==> config.mk <==
export PLATFORM = sky130hd
export DESIGN_NAME = pe_window_feeder
export DESIGN_NICKNAME = d
export VERILOG_FILES = /design/src/rtl/pe_window_feeder_pkg.sv /design/src/rtl/pe_window_feeder_line_buffer.sv /design/src/rtl/pe_window_feeder.sv
export SDC_FILE = /design/constraint.sdc
export NUM_CORES = 1
export LEC_CHECK = 0
export ABC_AREA = 1
export CORE_AREA = 3 3 244 246
export CTS_BUF_LIST = sky130_fd_sc_hd__clkbuf_16
export DETAILED_ROUTE_END_ITERATION = 8
export DIE_AREA = 0 0 247 249
export GPL_TIMING_DRIVEN = 0
export PLACE_DENSITY = 0.71
export SYNTH_ARGS = -nofsm -noshare
export SYNTH_HDL_FRONTEND = slang
export SYNTH_SLANG_ARGS = --single-unit
==> constraint.sdc <==
create_clock -name i_clk -period 5.7 [get_ports i_clk]
set_clock_uncertainty 0.05 [all_clocks]
set_input_delay 0.855 -clock i_clk [delete_from_list [all_inputs] [get_ports i_clk]]
set_output_delay 0.855 -clock i_clk [all_outputs]
set_load 0.05 [all_outputs]
==> src/rtl/pe_window_feeder_pkg.sv <==
// ---------------------------------------------------------------------------
// pe_pkg : shared widths, window byte-index mapping and feeder state encoding
// Revision: 1.0
// ---------------------------------------------------------------------------
`default_nettype none

package pe_pkg;

  localparam int BIT_W       = 8;
  localparam int WIN_BYTES   = 18;
  localparam int PE_IMAGE_W  = WIN_BYTES * BIT_W;
  localparam int PE_KERNAL_W = WIN_BYTES * BIT_W;

  typedef enum logic [1:0] {
    S_KLOAD  = 2'd0,
    S_STREAM = 2'd1,
    S_DRAIN  = 2'd2,
    S_DONE   = 2'd3
  } pe_state_e;

  // Byte 0 of the operand vectors is the MSB byte.
  function automatic int win_idx(input int c, input int r, input int k);
    return c * 9 + r * 3 + k;
  endfunction

endpackage

`default_nettype wire

==> src/rtl/pe_window_feeder_line_buffer.sv <==
// ---------------------------------------------------------------------------
// pe_line_buffer : two-row pixel store, read and shifted at one column per accept
// Revision: 1.0
// ---------------------------------------------------------------------------
`default_nettype none

module pe_line_buffer #(
  parameter int IMG_W = 8,
  parameter int PIX_W = 16
) (
  input  logic                     i_clk,
  input  logic                     i_shift,
  input  logic [$clog2(IMG_W)-1:0] i_col,
  input  logic [PIX_W-1:0]         i_pix,
  output logic [PIX_W-1:0]         o_top,
  output logic [PIX_W-1:0]         o_mid
);

  logic [PIX_W-1:0] lb0_q [IMG_W];
  logic [PIX_W-1:0] lb1_q [IMG_W];

  assign o_top = lb1_q[i_col];
  assign o_mid = lb0_q[i_col];

  // Contents are never observed before being written, so no reset is needed.
  always_ff @(posedge i_clk) begin
    if (i_shift) begin
      lb1_q[i_col] <= lb0_q[i_col];
      lb0_q[i_col] <= i_pix;
    end
  end

endmodule

`default_nettype wire

==> src/rtl/pe_window_feeder.sv <==
// ---------------------------------------------------------------------------
// pe_window_feeder : builds 3x3x2 windows and kernel operand for the PE block
// Revision: 1.0
// ---------------------------------------------------------------------------
`default_nettype none

module pe_window_feeder #(
  parameter int IMG_W = 8,
  parameter int IMG_H = 8,
  parameter int BIT_W = 8
) (
  input  logic                                 i_clk,
  input  logic                                 i_rst_n,
  input  logic                                 i_pix_valid,
  input  logic [2*BIT_W-1:0]                   i_pix_data,
  output logic                                 o_pix_ready,
  input  logic                                 i_kern_valid,
  input  logic [BIT_W-1:0]                     i_kern_data,
  output logic                                 o_kern_ready,
  input  logic                                 i_kern_reload,
  output logic [pe_pkg::WIN_BYTES*BIT_W-1:0]   pe_image,
  output logic [pe_pkg::WIN_BYTES*BIT_W-1:0]   pe_kernal,
  output logic                                 o_win_valid,
  input  logic                                 i_win_ready,
  output logic                                 o_frame_done
);
  import pe_pkg::*;

  localparam int PIX_W = 2 * BIT_W;
  localparam int VEC_W = WIN_BYTES * BIT_W;
  localparam int CW    = $clog2(IMG_W);
  localparam int RW    = $clog2(IMG_H);
  localparam logic [CW-1:0] COL_LAST  = CW'(IMG_W - 1);
  localparam logic [RW-1:0] ROW_LAST  = RW'(IMG_H - 1);
  localparam logic [CW-1:0] COL_TWO   = CW'(2);
  localparam logic [RW-1:0] ROW_TWO   = RW'(2);
  localparam logic [4:0]    KERN_LAST = 5'(WIN_BYTES - 1);

  pe_state_e                state_q;
  logic [RW-1:0]            row_q;
  logic [CW-1:0]            col_q;
  logic [4:0]               kcnt_q;
  logic [2:0][PIX_W-1:0]    wcola_q, wcolb_q;

  logic                     w_pix_acc, w_kern_acc, w_win_hs, w_reload, w_load;
  logic [PIX_W-1:0]         w_top, w_mid;
  logic [2:0][PIX_W-1:0]    w_newcol;
  logic [2:0][2:0][PIX_W-1:0] w_cols;
  logic [VEC_W-1:0]         w_img_d;

  assign w_win_hs    = o_win_valid && i_win_ready;
  assign w_reload    = (state_q == S_STREAM) && i_kern_reload &&
                       (row_q == '0) && (col_q == '0) && !o_win_valid;
  // A taken reload must not also swallow a pixel in the same cycle.
  assign o_pix_ready = (state_q == S_STREAM) && !(o_win_valid && !i_win_ready) && !w_reload;
  assign o_kern_ready = (state_q == S_KLOAD);
  assign w_pix_acc   = i_pix_valid && o_pix_ready;
  assign w_kern_acc  = i_kern_valid && o_kern_ready;
  assign w_load      = w_pix_acc && (row_q >= ROW_TWO) && (col_q >= COL_TWO);

  pe_line_buffer #(
    .IMG_W (IMG_W),
    .PIX_W (PIX_W)
  ) u_line_buffer (
    .i_clk   (i_clk),
    .i_shift (w_pix_acc),
    .i_col   (col_q),
    .i_pix   (i_pix_data),
    .o_top   (w_top),
    .o_mid   (w_mid)
  );

  assign w_newcol = {i_pix_data, w_mid, w_top};
  assign w_cols   = {w_newcol, wcolb_q, wcola_q};

  always_comb begin
    w_img_d = '0;
    for (int k = 0; k < 3; k++) begin
      for (int r = 0; r < 3; r++) begin
        for (int c = 0; c < 2; c++) begin
          w_img_d[VEC_W-1-BIT_W*win_idx(c, r, k) -: BIT_W] = w_cols[k][r][PIX_W-1-BIT_W*c -: BIT_W];
        end
      end
    end
  end

  always_ff @(posedge i_clk or negedge i_rst_n) begin
    if (!i_rst_n) begin
      state_q      <= S_KLOAD;
      row_q        <= '0;
      col_q        <= '0;
      kcnt_q       <= '0;
      wcola_q      <= '0;
      wcolb_q      <= '0;
      pe_image     <= '0;
      pe_kernal    <= '0;
      o_win_valid  <= 1'b0;
      o_frame_done <= 1'b0;
    end else begin
      o_frame_done <= 1'b0;
      if (w_win_hs) o_win_valid <= 1'b0;
      case (state_q)
        S_KLOAD: begin
          if (w_kern_acc) begin
            pe_kernal[VEC_W-1-BIT_W*int'(kcnt_q) -: BIT_W] <= i_kern_data;
            if (kcnt_q == KERN_LAST) begin
              kcnt_q  <= '0;
              state_q <= S_STREAM;
            end else begin
              kcnt_q <= kcnt_q + 5'd1;
            end
          end
        end
        S_STREAM: begin
          if (w_reload) begin
            state_q <= S_KLOAD;
          end else if (w_pix_acc) begin
            wcola_q <= wcolb_q;
            wcolb_q <= w_newcol;
            if (w_load) begin
              pe_image    <= w_img_d;
              o_win_valid <= 1'b1;
            end
            if (col_q == COL_LAST) begin
              col_q <= '0;
              if (row_q == ROW_LAST) begin
                row_q   <= '0;
                state_q <= S_DRAIN;
              end else begin
                row_q <= row_q + RW'(1);
              end
            end else begin
              col_q <= col_q + CW'(1);
            end
          end
        end
        S_DRAIN: begin
          if (w_win_hs) begin
            state_q      <= S_DONE;
            o_frame_done <= 1'b1;
          end
        end
        S_DONE: begin
          row_q   <= '0;
          col_q   <= '0;
          state_q <= S_STREAM;
        end
        default: state_q <= S_KLOAD;
      endcase
    end
  end

endmodule

`default_nettype wire

Yosys cells after proc, flatten, opt, wreduce, memory -nomap -nowiden:

Memories as Yosys holds them, arrays and structs flattened.
Index checks and enable logic that the tools add are counted.

* bits in registers: 399
* bits in writable memories: 256
* output and inout port bits: 292
* logic and storage cells: 95
* memories kept: 2

* $add $sub $neg: 5
* order comparisons: 2
* equal/unequal tests: 15
* shift operators: 2
* multiplexer cells: 28
* bitwise operators: 1
* reductions and logical operators: 26

Memories
* u_line_buffer.lb0_q: depth 8, width 16, rd ports 1, clocked after memory_dff 0, wr ports 1, RTL line pe_window_feeder_line_buffer.sv:19 `logic [PIX_W-1:0] lb0_q [IMG_W];`
* u_line_buffer.lb1_q: depth 8, width 16, rd ports 1, clocked after memory_dff 0, wr ports 1, RTL line pe_window_feeder_line_buffer.sv:20 `logic [PIX_W-1:0] lb1_q [IMG_W];`

Operators with widths (number)
* 8-bit by 33-bit variable shift with 151-bit output (first input constant): 1
* 8-bit by 33-bit indexed part select with 151-bit output: 1
* 144-bit bitwise mux: 1
* 9-bit negation with 33-bit output: 1
* 3-bit 2-to-1 mux: 7
* 2-bit 2-to-1 mux: 7
* 1-bit logical AND: 12
* 3-bit one-hot mux with 2 select lines: 2
* 1-bit 2-to-1 mux: 9
* 8-bit by 8-bit subtractor with 9-bit output (first input constant): 1
* 2-bit one-hot mux with 4 select lines: 1
* 4-bit AND reduction: 2
* 3-bit by 1-bit adder with 3-bit output (second input constant): 2
* 3-bit equality test (second input constant): 2
* 3-bit by 2-bit >= comparator with 1-bit output (second input constant): 2
* 3-bit logical NOT: 2
* 2-bit by 1-bit != test with 1-bit output (second input constant): 3
* 2-bit != test (second input constant): 3
* 3-bit by 2-bit != test with 1-bit output (second input constant): 2
* 3-bit AND reduction: 2
* 6-bit AND reduction: 1
* 5-bit by 1-bit adder with 5-bit output (second input constant): 1
* 5-bit equality test (second input constant): 1
* 5-bit 2-to-1 mux: 1
* 8 further kinds: 12

Longest topological paths before layout:

* word-level depth: 14
* depth in mapped cells: 16

Hierarchy:

Synthesis repeated with hierarchy kept, for this count alone.

* cells, all modules: 2692
* area total of the unflattened synthesis: 26335.3 um^2

By module, submodules not included
* pe_window_feeder: times used 1, cells an instance 1640, area each 15503.6 um^2
* pe_line_buffer: times used 1, cells an instance 1052, area each 10831.6 um^2

Least setup slack after synthesis:

OpenSTA, ideal clock, no wires.

* kind: flip-flop to flip-flop
* start: reg col_q[0]
* end: mem u_line_buffer.lb0_q[0][0], enable pin
* setup time: 0.502 ns
* arrival time: 4.818 ns
* slack: 0.330 ns
* cell stages (with the launch flop): 13
* path buffers: 5
* cell sequence: dfrtp_1 > buf_2 > inv_2 > buf_2 > buf_1 > ha_1 > nand2_1 > nor2_1 > nand2_2 > nand3_4 > buf_2 > buf_2 > nor4_1

* cells in the longest elaborated chain, start to end: 8

Ends and longest elaborated chain
* start, declared: RTL line pe_window_feeder.sv:41 `logic [CW-1:0] col_q;`
* start signal, assigned: RTL line pe_window_feeder.sv:133 `col_q <= col_q + CW'(1);`
* 3-bit logical NOT: RTL line pe_window_feeder.sv:53 `(row_q == '0) && (col_q == '0) && !o_win_valid;`
* 1-bit logical AND (2 in series): RTL line pe_window_feeder.sv:53
* 1-bit logical NOT: RTL line pe_window_feeder.sv:55 `assign o_pix_ready = (state_q == S_STREAM) && !(o_win_valid && !i_win_ready) && !w_reload;`
* 1-bit logical AND: RTL line pe_window_feeder.sv:55
* 1-bit logical AND: RTL line pe_window_feeder.sv:57 `assign w_pix_acc = i_pix_valid && o_pix_ready;`
* 1-bit 2-to-1 mux: RTL line pe_window_feeder_line_buffer.sv:27 `if (i_shift) begin`
* 1-bit 2-to-1 mux (not written as such): RTL line pe_window_feeder_line_buffer.sv:29 `lb0_q[i_col] <= i_pix;`
* end, declared: RTL line pe_window_feeder_line_buffer.sv:19

Several ways; a longest one is shown, not always the timed one.

Worst setup path after layout:

* start: reg col_q[0]
* end: out o_pix_ready

* cells in the longest elaborated chain, start to end: 5

Ends and longest elaborated chain
* 3-bit logical NOT: RTL line pe_window_feeder.sv:53
* 1-bit logical AND (2 in series): RTL line pe_window_feeder.sv:53
* 1-bit logical NOT: RTL line pe_window_feeder.sv:55
* 1-bit logical AND: RTL line pe_window_feeder.sv:55
* end, declared: RTL line pe_window_feeder.sv:16 `output logic o_pix_ready,`

No other way between the ends.

==> flow_metrics.py <==
metrics = {
    "final_layout": {
        "areaGrowthSynthToFinish_pct": 25.7,
        "final_nets": 2923,
        "antenna_cells": 0,
        "drive_gt1_share_pct": 9.41,
        "final_design_area_no_fill_sq_um": 32400,
        "fillers": 4748,
    },
    "sta": {
        "relSlewSlack_pct": 32.5,
        "worst_slew_pin_slew_ns": 1.00,
        "rsz0062_at_grt": "false",
        "finalCritPeriodShare_pct": 80.0,
        "setup_slack_ns": 1.14,
        "fmax_ghz": 0.219,
        "drv_slew": 0,
        "finalHoldViolCount": 0,
        "min_period_ns": 4.56,
        "final-setup-viol-count": 0,
    },
    "critical_path": {
        "crit_fanout": 10,
        "worstPathRequired_ns": 4.80,
        "r2r_setup_slack_ns": 1.50,
        "cp-end-kind": "output port",
        "r2r_end": "u_line_buffer.lb1_q[0][8]$_DFFE_PP_",
        "start_kind": "flop",
        "path_cells": "buf_2, inv_2, buf_2, buf_1, ha_1, nand2_1, nor2_1, nand2_2, nand2_1, inv_1, clkdlybuf4s50_1",
        "r2r_start": "col_q[0]$_DFFE_PN0P_",
        "critical_path_class": "reg -> out",
        "cpMaxStageDelayCell": "clkdlybuf4s50_1",
        "worst_ep_arrival_time_ns": 3.66,
        "ff2ff_path_depth": 13,
        "slowest_delay_ns": 0.72,
    },
    "cts": {
        "htreeDepth": 2,
        "cts.clk_slew.worst_paths_ns": 0.07,
        "cts.sinks": 655,
        "cts_buffers": 61,
        "post-cts-setup-buffers": 0,
        "cts_tree": "done",
        "cts-resized-gates": 0,
        "cts_max_path_buffers": 3,
        "postCtsHoldBufs": 0,
        "clk_latency_ns": 0.64,
        "cts_root_buffer": "clkbuf_16",
    },
    "power": {
        "power.density_nw_per_um2": 625,
        "leakagePower_nw": 14.3,
        "ir_drop_uv": 368,
        "p_total_mw": 20.2,
    },
    "grt": {
        "grt_pass1_vias": 19600,
        "grtUsageTotal_pct": 24.2,
        "grt_antenna_before_repair": 0,
        "grt_pass1_wl_mm": 114,
        "grt-ovfl-total": 0,
        "grt_max_degree": 129,
    },
    "yosys": {
        "synth_flop_cell": "dfrtp_1",
        "synth_warnings": 0,
        "yosys-top-cells-area": "dfrtp_1 (39%), edfxtp_1 (30%), nand2_1 (14%), o21ai_0 (3.8%), inv_1 (1.7%)",
        "synth_seq_cells": 655,
        "postSynthCellCount": 2471,
        "synth.most_common_cell": "nand2_1",
        "synth-seq-area-share_pct": 68.6,
        "synthArstFlopShare_pct": 60.9,
        "synth_area_sq_um": 25800,
        "yosys.cell_types.count": 35,
        "synth_largest_area_cell": "dfrtp_1",
        "synth_common_cells": "nand2_1 (938), dfrtp_1 (399), edfxtp_1 (256), o21ai_0 (195), inv_1 (120)",
        "synth_edf_count": 256,
        "synth_fp_nets": 2515,
        "syn_area_per_cell_sq_um": 10.4,
        "synth.top_cell.area_share_pct": 38.7,
    },
    "drt": {
        "remaining_drc_errors": 0,
        "dr.pass1.iters": 6,
        "drt_iter0_markers": 2010,
        "wl_per_cell_um": 20.3,
        "routed_wl_mm": 75.2,
        "vias": 19800,
        "viasPerCell": 5.35,
        "ant_nets": 0,
    },
    "hold_path": {
        "hp-class": "in -> async",
    },
    "placed_design": {
        "dp_hpwl_mm": 53.4,
        "place.gp.congestion": 0.880,
        "dpl_cell_area_sq_um": 30300,
        "pre_cts_ws_ns": 1.65,
        "io_buffers": 321,
    },
    "die": {
        "rows": 88,
        "io_pins": 322,
        "die_x_um": 247,
        "core_sq_um": 57600,
        "dieArea_sq_um": 61500,
        "initial_core_util_pct": 44.7,
        "die_y_um": 249,
    },
    "outcome": {
        "status": "complete, no violations",
    },
    "run": {
        "cap_violations": 0,
    },
}
[where the power goes]
group          total (mW)  leakage, nW  switching (mW)  internal, mW
clock network        4.14         1.03            1.80          2.34
registers            7.21         7.58           0.761          6.45
logic                8.89         5.74            6.42          2.47
total                20.2         14.3            8.98          11.3
[final cells by class]
| type | count | area [sq um] | area share (%) |
|---|---|---|---|
| multi-input cells | 1552 | 6980 | 21.6 |
| plain buffers | 134 | 677 | 2.09 |
| repair buffers | 345 | 3540 | 10.9 |
| flip-flops and latches | 655 | 17700 | 54.6 |
| clock inverters | 51 | 429 | 1.33 |
| inverters | 130 | 497 | 1.53 |
| well taps | 765 | 957 | 2.96 |
| clock buffers | 65 | 1630 | 5.02 |
[per-stage QoR]
step                      utilization (%)  std cells  setup TNS (ns)  hold WS [ns]
after floorplan                         -       2471               0         0.392
after global placement               52.0       3557        -5409.57         0.402
after detailed placement             52.7       3581               0         0.410
after CTS                            56.2       3697               0         0.171
after global routing                 56.2       3697               0         0.204
final                                56.2       3697               0         0.152
[sequential cells by signal (all words and copies together) (netlist names)]
| name | count |
|---|---|
| col_q | 3 |
| kcnt_q | 5 |
| o_frame_done | 1 |
| o_win_valid | 1 |
| pe_image | 144 |
| pe_kernal | 144 |
| row_q | 3 |
| state_q | 2 |
| u_line_buffer.lb0_q | 128 |
| u_line_buffer.lb1_q | 128 |
| w_cols | 96 |
[kinds of logic after synthesis]
logic type | Yosys count | share of synthesized area [%]
compound gates | 374 | 7.72
xor+xnor | 1 | 0.0340
fa+ha+maj | 14 | 0.680
buf+inv | 264 | 4.55
flops | 655 | 68.6
simple gates | 1163 | 18.4
[placed cells by master, fill, tap and decap left out, types with 3 or more instances in the layout]
| master | n |
|---|---|
| buf_6 | 10 |
| buf_16 | 7 |
| inv_1 | 125 |
| clkinv_2 | 17 |
| nor2_4 | 7 |
| clkbuf_1 | 53 |
| nor4_2 | 4 |
| dfrtp_1 | 399 |
| buf_1 | 7 |
| o21ai_2 | 26 |
| nor2_2 | 4 |
| ha_1 | 14 |
| nor3_1 | 13 |
| o21ai_1 | 81 |
| clkdlybuf4s50_1 | 320 |
| edfxtp_1 | 256 |
| buf_2 | 60 |
| nor2_1 | 96 |
| nand2_1 | 938 |
| buf_4 | 20 |
| nand2_2 | 10 |
| inv_4 | 3 |
| bufinv_16 | 6 |
| clkinv_1 | 11 |
| inv_2 | 7 |
| clkinvlp_2 | 4 |
| o22ai_1 | 11 |
| nand2_4 | 9 |
| nand3_2 | 3 |
| nand4_1 | 56 |
| a21oi_1 | 59 |
| o21ai_0 | 195 |
| clkinvlp_4 | 3 |
| clkbuf_16 | 65 |
| nand3_1 | 18 |
[critical path: cells and delay by family (launching register included)]
kind	cells	cell delay, ns
flops	1	0.39
buf+inv	6	1.90
simple gates	4	0.43
fa+ha+maj	1	0.29
[how the worst max path moves through the flow]
stage	depth (start not counted)	end	slack, ns	startpoint
final	11	o_pix_ready	1.14	col_q[0]$_DFFE_PN0P_
after floorplan	12	u_line_buffer.lb0_q[0][0]$_DFFE_PP_	0.33	col_q[0]$_DFFE_PN0P_
after detailed placement	13	u_line_buffer.lb0_q[0][4]$_DFFE_PP_	1.65	col_q[0]$_DFFE_PN0P_
after CTS	11	o_pix_ready	1.17	col_q[0]$_DFFE_PN0P_
after global placement	1	pe_image[5]$_DFFE_PN0P_	-12.81	i_rst_n
after global routing	11	o_pix_ready	1.03	col_q[0]$_DFFE_PN0P_
[layer usage]
metal  vias up  global-route usage [%]  wire length (um)
li1       8925                       -                 -
met3       171                    4.76              6830
met4         0                    8.13              2410
met2       937                    41.0             36800
met1      9731                    31.1             29100
met5         -                       0                 0
Power figures use the tool's default switching activity.
